**src/rtl/execute_stage_pkg.sv**
```systemverilog
// Shared word width and encodings for the RV32I execute stage.
// Optional feature macro used by execute_stage: EXEC_FORWARDING_EN.
package execute_stage_pkg;

    localparam int WORD_SIZE = 32;

    localparam logic [2:0] ALU_ADD = 3'b000;
    localparam logic [2:0] ALU_SUB = 3'b001;
    localparam logic [2:0] ALU_AND = 3'b010;
    localparam logic [2:0] ALU_OR  = 3'b011;
    localparam logic [2:0] ALU_SLT = 3'b101;

    localparam logic [1:0] RESULT_ALU = 2'b00;
    localparam logic [1:0] RESULT_MEM = 2'b01;
    localparam logic [1:0] RESULT_PC4 = 2'b10;

    localparam logic [1:0] FWD_RF  = 2'b00;
    localparam logic [1:0] FWD_WB  = 2'b01;
    localparam logic [1:0] FWD_MEM = 2'b10;

endpackage

```
**src/rtl/execute_stage_alu.sv**
```systemverilog
// RV32I ALU: add/sub/and/or/slt; undefined control codes produce zero.
module alu
    import execute_stage_pkg::*;
(
    input  logic [WORD_SIZE-1:0] SrcA,
    input  logic [WORD_SIZE-1:0] SrcB,
    input  logic [2:0]           ALUControl,
    output logic [WORD_SIZE-1:0] ALUResult,
    output logic                 Zero
);

    // Operation select
    always_comb begin
        ALUResult = {WORD_SIZE{1'b0}};
        case (ALUControl)
            ALU_ADD: ALUResult = SrcA + SrcB;
            ALU_SUB: ALUResult = SrcA - SrcB;
            ALU_AND: ALUResult = SrcA & SrcB;
            ALU_OR:  ALUResult = SrcA | SrcB;
            ALU_SLT: ALUResult = ($signed(SrcA) < $signed(SrcB)) ? 32'd1 : 32'd0;
            default: ALUResult = {WORD_SIZE{1'b0}};
        endcase
    end

    assign Zero = (ALUResult == 32'd0);

endmodule

```
**src/rtl/execute_stage.sv**
```systemverilog
// Execute stage: operand forwarding, ALU, branch resolution and EX/MEM register.
// Forwarding muxes are built only when EXEC_FORWARDING_EN is defined.
module execute_stage
    import execute_stage_pkg::*;
(
    input  logic                 clk,
    input  logic                 rst,
    input  logic [WORD_SIZE-1:0] RD1E,
    input  logic [WORD_SIZE-1:0] RD2E,
    input  logic [WORD_SIZE-1:0] PCE,
    input  logic [WORD_SIZE-1:0] PCPlus4E,
    input  logic [WORD_SIZE-1:0] ImmExtE,
    input  logic [4:0]           Rs1E,
    input  logic [4:0]           Rs2E,
    input  logic [4:0]           RdE,
    input  logic                 RegWriteE,
    input  logic                 MemWriteE,
    input  logic                 JumpE,
    input  logic                 BranchE,
    input  logic                 ALUSrcE,
    input  logic [1:0]           ResultSrcE,
    input  logic [2:0]           ALUControlE,
    input  logic [1:0]           ForwardAE,
    input  logic [1:0]           ForwardBE,
    input  logic [WORD_SIZE-1:0] ResultW,
    output logic                 PCSrcE,
    output logic [WORD_SIZE-1:0] PCTargetE,
    output logic [4:0]           Rs1EH,
    output logic [4:0]           Rs2EH,
    output logic [4:0]           RdEH,
    output logic                 ResultSrcE0H,
    output logic [WORD_SIZE-1:0] ALUResultM,
    output logic [WORD_SIZE-1:0] WriteDataM,
    output logic [WORD_SIZE-1:0] PCPlus4M,
    output logic [4:0]           RdM,
    output logic                 RegWriteM,
    output logic                 MemWriteM,
    output logic [1:0]           ResultSrcM
);

    logic [WORD_SIZE-1:0] src_a_s;
    logic [WORD_SIZE-1:0] src_b_s;
    logic [WORD_SIZE-1:0] write_data_s;
    logic [WORD_SIZE-1:0] alu_result_s;
    logic                 zero_s;

    logic [WORD_SIZE-1:0] alu_result_q, write_data_q, pc_plus4_q;
    logic [WORD_SIZE-1:0] alu_result_d, write_data_d, pc_plus4_d;
    logic [4:0]           rd_q, rd_d;
    logic                 reg_write_q, reg_write_d;
    logic                 mem_write_q, mem_write_d;
    logic [1:0]           result_src_q, result_src_d;

`ifdef EXEC_FORWARDING_EN
    // Operand forwarding; MEM-over-WB priority is already resolved by the hazard unit
    always_comb begin
        src_a_s      = RD1E;
        write_data_s = RD2E;
        case (ForwardAE)
            FWD_WB:  src_a_s = ResultW;
            FWD_MEM: src_a_s = alu_result_q;
            default: src_a_s = RD1E;
        endcase
        case (ForwardBE)
            FWD_WB:  write_data_s = ResultW;
            FWD_MEM: write_data_s = alu_result_q;
            default: write_data_s = RD2E;
        endcase
    end
`else
    logic unused_fwd_s;
    assign unused_fwd_s = ^{ForwardAE, ForwardBE, ResultW};
    assign src_a_s      = RD1E;
    assign write_data_s = RD2E;
`endif

    assign src_b_s = ALUSrcE ? ImmExtE : write_data_s;

    alu u_alu (
        .SrcA       (src_a_s),
        .SrcB       (src_b_s),
        .ALUControl (ALUControlE),
        .ALUResult  (alu_result_s),
        .Zero       (zero_s)
    );

    assign PCSrcE       = JumpE | (BranchE & zero_s);
    assign PCTargetE    = PCE + ImmExtE;
    assign Rs1EH        = Rs1E;
    assign Rs2EH        = Rs2E;
    assign RdEH         = RdE;
    assign ResultSrcE0H = ResultSrcE[0];

    assign alu_result_d = alu_result_s;
    assign write_data_d = write_data_s;
    assign pc_plus4_d   = PCPlus4E;
    assign rd_d         = RdE;
    assign reg_write_d  = RegWriteE;
    assign mem_write_d  = MemWriteE;
    assign result_src_d = ResultSrcE;

    // EX/MEM pipeline register; reset discards the instruction in EX
    always_ff @(posedge clk) begin
        if (rst) begin
            alu_result_q <= 32'd0;
            write_data_q <= 32'd0;
            pc_plus4_q   <= 32'd0;
            rd_q         <= 5'd0;
            reg_write_q  <= 1'b0;
            mem_write_q  <= 1'b0;
            result_src_q <= 2'b00;
        end else begin
            alu_result_q <= alu_result_d;
            write_data_q <= write_data_d;
            pc_plus4_q   <= pc_plus4_d;
            rd_q         <= rd_d;
            reg_write_q  <= reg_write_d;
            mem_write_q  <= mem_write_d;
            result_src_q <= result_src_d;
        end
    end

    assign ALUResultM = alu_result_q;
    assign WriteDataM = write_data_q;
    assign PCPlus4M   = pc_plus4_q;
    assign RdM        = rd_q;
    assign RegWriteM  = reg_write_q;
    assign MemWriteM  = mem_write_q;
    assign ResultSrcM = result_src_q;

endmodule

```
**config.mk**
```make
export PLATFORM = sky130hd
export DESIGN_NAME = execute_stage
export DESIGN_NICKNAME = d
export VERILOG_FILES = /design/src/rtl/execute_stage_pkg.sv /design/src/rtl/execute_stage_alu.sv /design/src/rtl/execute_stage.sv
export SDC_FILE = /design/constraint.sdc
export NUM_CORES = 1
export LEC_CHECK = 0
export BUFFER_PORTS_ARGS = -buffer_cell sky130_fd_sc_hd__buf_2
export CORE_MARGIN = 2
export CORE_UTILIZATION = 51
export DETAILED_ROUTE_END_ITERATION = 8
export GPL_TIMING_DRIVEN = 0
export PLACE_DENSITY = 0.8
export SLEW_MARGIN = 10
export SYNTH_ARGS = -nofsm -noshare
export SYNTH_HDL_FRONTEND = slang
export SYNTH_SLANG_ARGS = --single-unit
export TNS_END_PERCENT = 1
```
**constraint.sdc**
```tcl
create_clock -name clk -period 8 [get_ports clk]
set_input_delay 1.6 -clock clk [delete_from_list [all_inputs] [get_ports clk]]
set_output_delay 1.6 -clock clk [all_outputs]
set_load 0.02 [all_outputs]
```
# --- Word-level counts from Yosys, hierarchy flattened ---
# Cells that the tools add are included.
op_classes:
  n_addsub: 3
  magnitude_cmp: 1
  n_eq_ne: 4
  muxes: 3
  bitwise_logic: 4
  reduce_logical: 2
ops:
  columns: ["op", "count"]
  rows:
  - ["$pmux W32 S5", 1]
  - ["$add A32 B32 Y32", 2]
  - ["$and A32 B32 Y32", 1]
  - ["$logic_not A32 Y1", 1]
  - ["$lt A32 B32 Y1", 1]
  - ["$mux W32", 1]
  - ["$or A32 B32 Y32", 1]
  - ["$sub A32 B32 Y32", 1]
  - ["$eq A3 B2 Y1 const B", 2]
  - ["$eq A3 B1 Y1 const B", 1]
  - ["$eq A3 B3 Y1 const B", 1]
  - ["$logic_not A3 Y1", 1]
  - ["$and A1 B1 Y1", 1]
  - ["$mux W1", 1]
  - ["$or A1 B1 Y1", 1]
totals:
  register_bits: 105
  output_inout_bits: 154
  wordCells: 24

# --- Logic depth before layout (Yosys ltp) ---
# Gate-level depths: netlist (run 1).
logic_depth:
  depth_word: 7
  depth_mapped: 16
  depth_no_buf: 15

# --- Cells and area by module ---
# From an unflattened synthesis (run 1), not the netlist that was laid out.
hier_totals:
  cells_unflattened: 1344
  area_unflattened_um2: 10561.4
modules_own_cells:
  columns: ["module", "n_inst", "cells_per_inst", "area_each_um2"]
  rows:
  - ["alu", 1, 834, 5532.8]
  - ["execute_stage", 1, 510, 5028.6]

# --- Least setup slack after synthesis (run 1) ---
# Ideal clock, no wire load.
synth_timing:
  kind: "input to output"
  startpoint: "in ALUSrcE"
  endpoint: "out PCSrcE"
  arrival_ps: 5556
  required_ps: 6400
  path_slack_ps: 844
  stages: 16
  n_path_buf: 3
  path_cell_list: "clkbuf_1 -> buf_1 -> mux2i_1 -> ha_1 -> buf_6 -> or3_1 -> nor4b_2 -> nand2_1 -> a21oi_2 -> nor4_1 -> o311ai_1 -> a2bb2oi_1 -> nor3_1 -> nor4bb_1 -> nand4_1 -> o41ai_2"
synth_between:
  elab_chain_cells: 7
  elab_cells_between_ends: 11
  cone_classes: "add/sub (2); order compare (1); mux (3); bitwise (4); reduce/logical (1)"
synth_lines:
  columns: ["element", "line", "rtl"]
  rows:
  - ["start: declaration", "execute_stage.sv:20", "input logic ALUSrcE,"]
  - ["$mux W32 (*)", "execute_stage.sv:77", "assign src_b_s = ALUSrcE ? ImmExtE : write_data_s;"]
  - ["$lt A32 B32 Y1", "execute_stage_alu.sv:20", "ALU_SLT: ALUResult = ($signed(SrcA) < $signed(SrcB)) ? 32'd1 : 32'd0;"]
  - ["$mux W1", "execute_stage_alu.sv:20", null]
  - ["$pmux W32 S5 (*)", "execute_stage_alu.sv:15", "case (ALUControl)"]
  - ["$logic_not A32 Y1 (*)", "execute_stage_alu.sv:25", "assign Zero = (ALUResult == 32'd0);"]
  - ["$and A1 B1 Y1 (*)", "execute_stage.sv:87", "assign PCSrcE = JumpE | (BranchE & zero_s);"]
  - ["$or A1 B1 Y1 (*)", "execute_stage.sv:87", null]
  - ["end: declaration", "execute_stage.sv:26", "output logic PCSrcE,"]
# Every way passes the cells marked *; elsewhere a longest branch is shown, timed or not.

# --- Final worst setup path (run 1) ---
# Ends and elaborated chain as after synthesis.

==> results of run 1 <==
## logic make-up (layout without fill, tap and decap cells)
| logic type | Yosys count | count (layout) |
|---|---|---|
| multiplexers | 42 | 42 |
| flip-flops | 105 | 105 |
| AND/OR/NAND/NOR | 415 | 415 |
| buffers and inverters | 193 | 537 |
| adder cells (fa/ha/maj) | 147 | 147 |
| AO/OA/AOI/OAI | 369 | 369 |
| XOR/XNOR | 36 | 36 |
## Yosys cell counts (7+ instances only)
cell,count
a21o_1,32
and2_1,12
nand3_1,18
o211ai_1,16
o221ai_1,8
buf_1,7
a221oi_1,9
a221o_1,7
o31ai_1,8
xor2_1,7
o21ai_0,52
a31oi_1,13
o21a_1,11
xnor2_1,29
o21bai_1,16
nand2b_1,20
inv_1,116
mux2i_1,40
nand2_1,58
a211o_1,10
dfxtp_1,105
nor4_1,9
buf_4,17
or2_2,9
nor2_1,112
nor2b_1,93
clkbuf_1,44
a211oi_1,29
and3_1,13
ha_1,144
a21oi_1,81
nor3_1,34
nand4_1,14
## final cells by class
type                       instances  share of cell area [%]
buffer                            76                    3.08
tap                              270                    2.66
sequential                       105                    16.6
clock inverter                     6                   0.395
timing repair buffer             328                    13.0
multi-input combinational       1009                    59.0
inverter                         117                    3.46
clock buffer                      10                    1.88
## repair_timing
item                       CTS  global route
setup endpoints to repair    1             1
gates resized for setup     17            15
setup buffers                0             1
pin swaps                    0             2
## where the power goes
group | switching (mW) | internal, mW | total [mW]
registers | 0.00787 | 0.558 | 0.566
logic | 0.575 | 0.341 | 0.916
clock network | 0.222 | 0.224 | 0.446
total | 0.804 | 1.12 | 1.93
## metrics by stage
| stage | hold WS, ns | setup slack, ns |
|---|---|---|
| 3_3_place_gp | 1.81 | -0.785 |
| 5_1_grt | 1.44 | 0.0345 |
| 6_report | 1.44 | 0.193 |
| 2_1_floorplan | 1.73 | 0.844 |
| 4_1_cts | 1.43 | 0.0550 |
| 3_5_place_dp | 1.81 | -0.807 |
## path summary, 6_finish.rpt
kind	end	start	depth (start not counted)
setup / recovery	PCSrcE	ALUSrcE	17
hold / removal	PCPlus4M[30]	PCPlus4E[30]	2
## layer usage
layer / vias up / share of wire [%] / global-route usage, %
met5: - / 0 / 0
met4: 0 / 4.6 / 14.4
met3: 113 / 9.7 / 7.31
met2: 616 / 47 / 57.3
met1: 5238 / 38 / 39.4
li1: 5312 / - / -
## registers in the layout (all words and copies together) (netlist names)
name	count
RegWriteM	1
ALUResultM	32
ResultSrcM	2
WriteDataM	32
MemWriteM	1
PCPlus4M	32
RdM	5
==> flow_metrics.env, run 1 <==
export IMPL_cp_data_required_time_ns=6.40
export IMPL_clockBufferDepth=2
export IMPL_layout_commonest_cell="buf_2"
export IMPL_start_util_pct=51.5
export IMPL_cts_hold_buf=0
export IMPL_finalCritPeriodShare_pct=97.6
export IMPL_die_area_um2=21400
export IMPL_yosys_register_bits=105
export IMPL_slew_headroom_pct=27.6
export IMPL_cts_root_buf="clkbuf_16"
export IMPL_p_per_area_nw_per_um2=152
export IMPL_antenna_found_initial=0
export IMPL_synth_edf_count=0
export IMPL_crit_type="in -> out"
export IMPL_post_drt_wl_per_cell_um=19.2
export IMPL_hold_viol=0
export IMPL_fmax_mhz=128
export IMPL_grt_overflow_total=0
export IMPL_antenna_cells=0
export IMPL_drv_cap=0
export IMPL_ys_types=83
export IMPL_post_synth_top_area_cell="dfxtp_1"
export IMPL_synth_top_area_share_pct=20.4
export IMPL_multi_input_area_um2=7480
export IMPL_dp_hpwl_um=29700
export IMPL_fp_row_count=52
export IMPL_synthSimpleGateAreaFrac_pct=20.9
export IMPL_io_pins=377
export IMPL_p_leak_nw=6.36
export IMPL_ctsHtreeMaxLevel=3
export IMPL_portBuffers=327
export IMPL_synth_area_top_cells="dfxtp_1 20%, ha_1 17%, nor2b_1 5.6%"
export IMPL_synth_compound_area_share_pct=25.6
export IMPL_crit_fanout=6
export IMPL_fin_nets=2016
export IMPL_synth_xor_area_share_pct=3.06
export IMPL_mostFrequentLayoutCells="333 x buf_2, 144 x ha_1, 116 x inv_1, 112 x nor2_1, 105 x dfxtp_1"
export IMPL_cp_start_kind="input port"
export IMPL_area_growth_pct=22.9
export IMPL_fin_crit_ns=7.81
export IMPL_ys_warn_count=0
export IMPL_drcViolationCount=0
export IMPL_crit_buf_inv=3
export IMPL_vias=11300
export IMPL_setup_viol=0
export IMPL_utilization_pct=63.3
export IMPL_wirelength_um=36900
export IMPL_grt_max_degree=19
export IMPL_final_area_um2=12700
export IMPL_numCtsBuffers=9
export IMPL_synthAdderAreaFrac_pct=18.0
export IMPL_synth_area_mux_share_pct=4.21
export IMPL_fin_total_pwr_mw=1.93
export IMPL_worst_pin_slew_ns=1.08
export IMPL_syn_inst=1307
export IMPL_min_path_type="in -> reg"
export IMPL_stdcell_count=1921
export IMPL_crit_slowest_cell="a211oi_2"
export IMPL_ir_drop_mv=0.0975
export IMPL_ant_nets=0
export IMPL_firstDrtPassIters=5
export IMPL_placedCellCount=1904
export IMPL_finalMaxSlewViolations=0
export IMPL_arrival_ns=6.21
export IMPL_tritoncts="done"
export IMPL_synth_async_reset_ratio_pct=0
export IMPL_drive_above_1_share_pct=25.3
export IMPL_syn_num_nets=1677
export IMPL_crit_family="compound AO/OA/AOI/OAI gates"
export IMPL_dieWidth_um=146
export IMPL_die_h_um=146
export IMPL_grt_pass1_wl_um=56200
export IMPL_status="complete, no violations"
export IMPL_cpPeakStageDelay_ns=0.53
export IMPL_clk_pin_slew_worst_paths_ns=0.07
export IMPL_endpoint_kind="primary output"
export IMPL_yosysSeqAreaShare_pct=20.4
export IMPL_grt_usage_pct=33.1
export IMPL_crit_chain="clkbuf_1 -> mux2i_1 -> inv_1 -> ha_1 -> fa_1 -> nand3_1 -> a211o_1 -> a211oi_2 -> a211oi_2 -> o31ai_1 -> a211o_1 -> a221o_1 -> a21oi_1 -> nor4bb_2 -> nand4_1 -> o41ai_2 -> buf_2"
export IMPL_netlist_area_um2=10300
export IMPL_gp_congestion=0.979
export IMPL_core_area_um2=20000
export IMPL_drtIter0Drc=969
export IMPL_ys_flop_type="dfxtp_1"
export IMPL_syn_area_per_cell_um2=7.89
export IMPL_synth_top_family_by_area="compound AO/OA/AOI/OAI gates"
export IMPL_rsz0062_at_grt="false"
export IMPL_place_area_um2=12300
export IMPL_grt_pass1_vias=10700
export IMPL_regArea_um2=2100
export IMPL_fin_setup_tns_ns=0
export IMPL_viasPerCell=5.87
export IMPL_clock_sinks=105
export IMPL_fillers=1855
No activity file was read; power rests on OpenSTA's default activity.
==> run 2, diff against run 1 <==
--- a/config.mk
+++ b/config.mk
@@ -9,8 +9,8 @@
 export CORE_MARGIN = 2
 export CORE_UTILIZATION = 51
 export DETAILED_ROUTE_END_ITERATION = 8
-export GPL_TIMING_DRIVEN = 0
 export PLACE_DENSITY = 0.8
+export RECOVER_POWER = 50
 export SLEW_MARGIN = 10
 export SYNTH_ARGS = -nofsm -noshare
 export SYNTH_HDL_FRONTEND = slang
==> run 2 against run 1 <==
Net effect:
- die area unchanged
- clock-buffer cell count fell by 1
- flip-flop and latch count unchanged
==> flow_metrics.env, run 2 (synthesis gave the netlist of run 1 again) <==
export IMPL_cts_root_buf="clkbuf_16"
export IMPL_antenna_found_initial=1
export IMPL_vias=10700
export IMPL_p_per_area_nw_per_um2=154
export IMPL_dieWidth_um=146
export IMPL_drtIter0Drc=787
export IMPL_clk_pin_slew_worst_paths_ns=0.08
export IMPL_layout_commonest_cell="buf_2"
export IMPL_netSwitchingFraction_pct=41.5
export IMPL_p_leak_nw=5.85
export IMPL_grt_pass1_vias=10200
export IMPL_finalMaxSlewViolations=0
export IMPL_drcViolationCount=0
export IMPL_crit_type="in -> out"
export IMPL_min_path_type="in -> reg"
export IMPL_grt_max_degree=78
export IMPL_fin_total_pwr_mw=1.88
export IMPL_firstDrtPassIters=5
export IMPL_drv_cap=0
export IMPL_hold_viol=0
export IMPL_cts_hold_buf=0
export IMPL_cts_setup_buffers=0
export IMPL_intPower_mw=1.10
export IMPL_clkPwrFrac_pct=23.8
export IMPL_arrival_ns=6.03
export IMPL_grt_usage_pct=29.4
export IMPL_clockBufferDepth=2
export IMPL_grt_pass1_wl_um=51000
export IMPL_hold_start="PCPlus4E[16]"
export IMPL_switchingPower_mw=0.782
export IMPL_crit_fanout=18
export IMPL_portBuffers=320
export IMPL_area_growth_pct=18.7
export IMPL_cp_start_kind="input port"
export IMPL_core_area_um2=20000
export IMPL_drive_above_1_share_pct=18.5
export IMPL_grt_overflow_total=0
export IMPL_mostFrequentLayoutCells="216 x buf_2, 144 x ha_1, 116 x inv_1, 112 x nor2_1, 105 x dfxtp_1"
export IMPL_ant_nets=0
export IMPL_holdPathEnd="PCPlus4M[16]"
export IMPL_post_drt_wl_per_cell_um=17.7
export IMPL_viasPerCell=5.75
export IMPL_p_seq_share_pct=30.1
export IMPL_die_h_um=146
export IMPL_rsz0062_at_grt="false"
export IMPL_fp_row_count=52
export IMPL_finalCritPeriodShare_pct=95.4
export IMPL_gp_congestion=0.969
export IMPL_numCtsBuffers=9
export IMPL_die_area_um2=21400
export IMPL_hold_depth=2
export IMPL_status="complete, no violations"
export IMPL_tritoncts="done"
export IMPL_fin_setup_tns_ns=0
export IMPL_fin_crit_ns=7.63
export IMPL_slew_headroom_pct=2.64
export IMPL_cp_data_required_time_ns=6.40
export IMPL_setup_viol=0
export IMPL_worst_pin_slew_ns=1.46
export IMPL_start_util_pct=51.5
export IMPL_wirelength_um=32800
export IMPL_dp_hpwl_um=26200
export IMPL_endpoint_kind="primary output"
export IMPL_ir_drop_mv=0.104
export IMPL_fmax_mhz=131
export IMPL_clock_sinks=105
export IMPL_fin_nets=1953
export IMPL_ctsHtreeMaxLevel=3
export IMPL_pwr_share_comb_pct=46.1
export IMPL_io_pins=377
run 2: cell types whose count changed in the layout (fill, tap and decap cells not counted), moves of 2 or more:
cell      delta
o41ai_2      -2
buf_4        +2
clkbuf_1    +60
o41ai_1      +2
mux2i_2      -2
buf_6        -4
buf_2      -117
mux2i_1      +2
buf_1        -4
run 2: per-layer routing:
| metal | vias up | wire length [µm] | global-route usage [%] |
|---|---|---|---|
| met5 | - | 0 | 0 |
| li1 | 5189 | - | - |
| met2 | 477 | 15800 | 52.6 |
| met3 | 55 | 2580 | 5.78 |
| met1 | 4969 | 13500 | 35.0 |
| met4 | 0 | 919 | 10.7 |
run 2: how the worst max path moves through the flow:
stage / from / to / slack (ns) / depth (start not counted)
after floorplan: ALUSrcE / PCSrcE / 0.84 / 16
after global placement: ALUSrcE / PCSrcE / 0.42 / 17
after detailed placement: ALUSrcE / PCSrcE / 0.33 / 16
after CTS: ALUSrcE / PCSrcE / 0.32 / 16
after global routing: ALUSrcE / PCSrcE / 0.07 / 16
final: ALUSrcE / PCSrcE / 0.37 / 16
run 2: power by group through the flow:
stage          sequential [mW]  clock (mW)  combinational, mW
2_1_floorplan            0.625           0              0.554
4_1_cts                  0.566       0.460              0.864
3_3_place_gp             0.577           0              0.844
3_5_place_dp             0.578           0              0.859
6_report                 0.567       0.448              0.868
5_1_grt                  0.570       0.476              0.943
run 2: area by class of cell:
| class | count | area (µm²) |
|---|---|---|
| clock inverters | 7 | 61.3 |
| inverters | 117 | 439 |
| well taps | 270 | 338 |
| repair buffers | 341 | 1640 |
| flip-flops and latches | 105 | 2100 |
| multi-input cells | 1009 | 7440 |
| clock buffers | 9 | 225 |
| diodes | 1 | 2.50 |
| fillers | 1874 | 7790 |
run 2: critical path: stages:
cell	delay [ns]
buf_2	0.16
buf_12	0.20
mux2i_1	0.35
ha_1	0.30
or3_1	0.51
nor4b_4	0.46
nand2_1	0.11
a21oi_2	0.22
nor4_1	0.13
o311ai_1	0.37
a2bb2oi_1	0.12
nor3_1	0.27
nor4bb_1	0.49
nand4_1	0.22
o41ai_2	0.25
buf_2	0.22
run 2: timing repair:
item                                    CTS  global route
gates resized for setup                   0             3
endpoints found under the setup margin    0             1
endpoints found under the hold margin     0             0
run 2: metrics by stage:
stage          cells  hold WS (ns)  utilization, %  cell area [µm²]  setup slack, ns
3_5_place_dp    1842          1.81            60.2            12100            0.327
2_1_floorplan   1307          1.73               -            10300            0.844
4_1_cts         1858          1.43            61.7            12400            0.316
3_3_place_gp    1842          1.81            60.2            12100            0.416
6_report        1859          1.44            61.1            12200            0.367
5_1_grt         1859          1.43            61.1            12200           0.0730
==> run 3, diff against run 2 <==
--- a/config.mk
+++ b/config.mk
@@ -6,10 +6,12 @@
 export NUM_CORES = 1
 export LEC_CHECK = 0
 export BUFFER_PORTS_ARGS = -buffer_cell sky130_fd_sc_hd__buf_2
-export CORE_MARGIN = 2
-export CORE_UTILIZATION = 51
+export CORE_AREA = 2 2 146 148
+export CTS_CLUSTER_SIZE = 14
 export DETAILED_ROUTE_END_ITERATION = 8
-export PLACE_DENSITY = 0.8
+export DIE_AREA = 0 0 148 150
+export GPL_TIMING_DRIVEN = 0
+export PLACE_DENSITY = 0.79
 export RECOVER_POWER = 50
 export SLEW_MARGIN = 10
 export SYNTH_ARGS = -nofsm -noshare
==> run 3 against run 2 <==
Net effect:
- die area grew 3.8%
- clock-buffer cell count is 1 higher
- largest power group unchanged
- flip-flop and latch count is the same
- design area grew 2.4%
- total power up 2.5%
- global-route usage rose by 2.7 points
- combinational power increased by 4.1%
- wire length increased by 14%
- hold slack gained 0.00086 ns
- utilization down 0.50 points
- clock power rose by 2%
- largest cell class unchanged
- critical path depth stayed put
==> flow_metrics.env, run 3 (synthesis gave the netlist of run 1 again) <==
export IMPL_status="complete, no violations"
export IMPL_fin_nets=2015
export IMPL_finalMaxSlewViolations=0
export IMPL_gp_congestion=0.992
export IMPL_intPower_mw=1.11
export IMPL_die_h_um=150
export IMPL_placedCellCount=1909
export IMPL_crit_buf_inv=4
export IMPL_utilization_pct=60.6
export IMPL_tritoncts="done"
export IMPL_drtIter0Drc=1009
export IMPL_place_area_um2=12300
export IMPL_crit_chain="clkbuf_2 -> buf_6 -> mux2i_1 -> ha_1 -> inv_2 -> and4_1 -> o311ai_2 -> o21ai_1 -> o31ai_1 -> xor2_1 -> a221oi_1 -> o2111ai_1 -> nor4_2 -> nand4_1 -> o41ai_2 -> buf_2"
export IMPL_firstDrtPassIters=6
export IMPL_p_leak_nw=6.03
export IMPL_netSwitchingFraction_pct=42.6
export IMPL_regArea_um2=2100
export IMPL_switchingPower_mw=0.823
export IMPL_core_area_um2=20700
export IMPL_grtUsageMet1_pct=38.3
export IMPL_final_area_um2=12500
export IMPL_cpPeakStageDelay_ns=0.55
export IMPL_fp_row_count=53
export IMPL_fin_setup_tns_ns=0
export IMPL_crit_fanout=10
export IMPL_cts_setup_buffers=0
export IMPL_clock_sinks=105
export IMPL_p_seq_share_pct=29.4
export IMPL_hold_viol=0
export IMPL_grt_util_met3_pct=5.03
export IMPL_arrival_ns=6.10
export IMPL_fmax_mhz=130
export IMPL_post_drt_wl_per_cell_um=19.4
export IMPL_layout_commonest_cell="buf_2"
export IMPL_drive_above_1_share_pct=19.8
export IMPL_grt_busiest_layer="met2"
export IMPL_viasPerCell=5.80
export IMPL_vias=11200
export IMPL_cp_start_kind="input port"
export IMPL_grt_pass1_wl_um=55400
export IMPL_finalCritPeriodShare_pct=96.2
export IMPL_pwr_share_comb_pct=46.8
export IMPL_ir_drop_mv=0.113
export IMPL_start_util_pct=49.9
export IMPL_dp_hpwl_um=29700
export IMPL_multi_input_area_um2=7450
export IMPL_p_per_area_nw_per_um2=154
export IMPL_clk_pin_slew_worst_paths_ns=0.07
export IMPL_grt_usage_pct=32.1
export IMPL_drcViolationCount=0
export IMPL_area_growth_pct=21.6
export IMPL_worst_pin_slew_ns=1.05
export IMPL_grt_max_degree=20
export IMPL_rsz0062_at_grt="false"
export IMPL_slew_headroom_pct=29.2
export IMPL_stdcell_count=1925
export IMPL_dieWidth_um=148
export IMPL_grt_use_met2_pct=55.9
export IMPL_die_area_um2=22200
export IMPL_fin_total_pwr_mw=1.93
export IMPL_drv_cap=0
export IMPL_portBuffers=327
export IMPL_ctsHtreeMaxLevel=3
export IMPL_endpoint_kind="primary output"
export IMPL_fillers=1987
export IMPL_cts_root_buf="clkbuf_16"
export IMPL_grt_overflow_total=0
export IMPL_io_pins=377
export IMPL_wirelength_um=37300
export IMPL_numCtsBuffers=9
export IMPL_antenna_found_initial=0
export IMPL_crit_slowest_cell="a221oi_1"
export IMPL_grt_pass1_vias=10500
export IMPL_clockBufferDepth=2
export IMPL_crit_family="compound AO/OA/AOI/OAI gates"
export IMPL_cp_data_required_time_ns=6.40
export IMPL_setup_viol=0
export IMPL_crit_type="in -> out"
export IMPL_antenna_cells=0
export IMPL_clkPwrFrac_pct=23.8
export IMPL_min_path_type="in -> reg"
export IMPL_fin_crit_ns=7.70
export IMPL_mostFrequentLayoutCells="247 x buf_2, 144 x ha_1, 130 x clkbuf_1, 116 x inv_1, 112 x nor2_1"
export IMPL_ant_nets=0
run 3: final timing paths:
path / from / to / slack, ns / cells after the start
max: ALUSrcE / PCSrcE / 0.30 / 16
min: ResultSrcE[1] / ResultSrcM[1] / 1.44 / 2
run 3: power by group through the flow:
stage	registers, mW	logic [mW]	clock network [mW]
2_1_floorplan	0.625	0.554	0
3_3_place_gp	0.578	0.873	0
3_5_place_dp	0.579	0.883	0
4_1_cts	0.567	0.891	0.466
5_1_grt	0.571	0.976	0.482
6_report	0.568	0.904	0.459
run 3: routing by layer:
layer  share of wire (%)  routed length [µm]
met1                  39               14400
met2                  47               17600
met3                 9.2                3440
met4                 4.9                1820
met5                   0                   0
run 3: layout make-up:
cell class,instances,area share [%]
Sequential cell,105,16.8
Clock inverter,6,0.459
Inverter,117,3.50
Multi-Input combinational cell,1009,59.4
Tap cell,275,2.74
Buffer,76,3.09
Clock buffer,10,1.83
Timing Repair Buffer,327,12.2
run 3: what timing repair did:
| action | in CTS | in global routing |
|---|---|---|
| resized for setup | 16 | 13 |
| endpoints found under the setup margin | 1 | 1 |
| hold buffers | 0 | 0 |
run 3: through the flow:
stage | setup slack [ns] | hold WS (ns)
after floorplan | 0.844 | 1.73
after global placement | -0.747 | 1.81
after detailed placement | -0.715 | 1.82
after CTS | 0.0119 | 1.44
after global routing | 0.161 | 1.45
final | 0.301 | 1.44
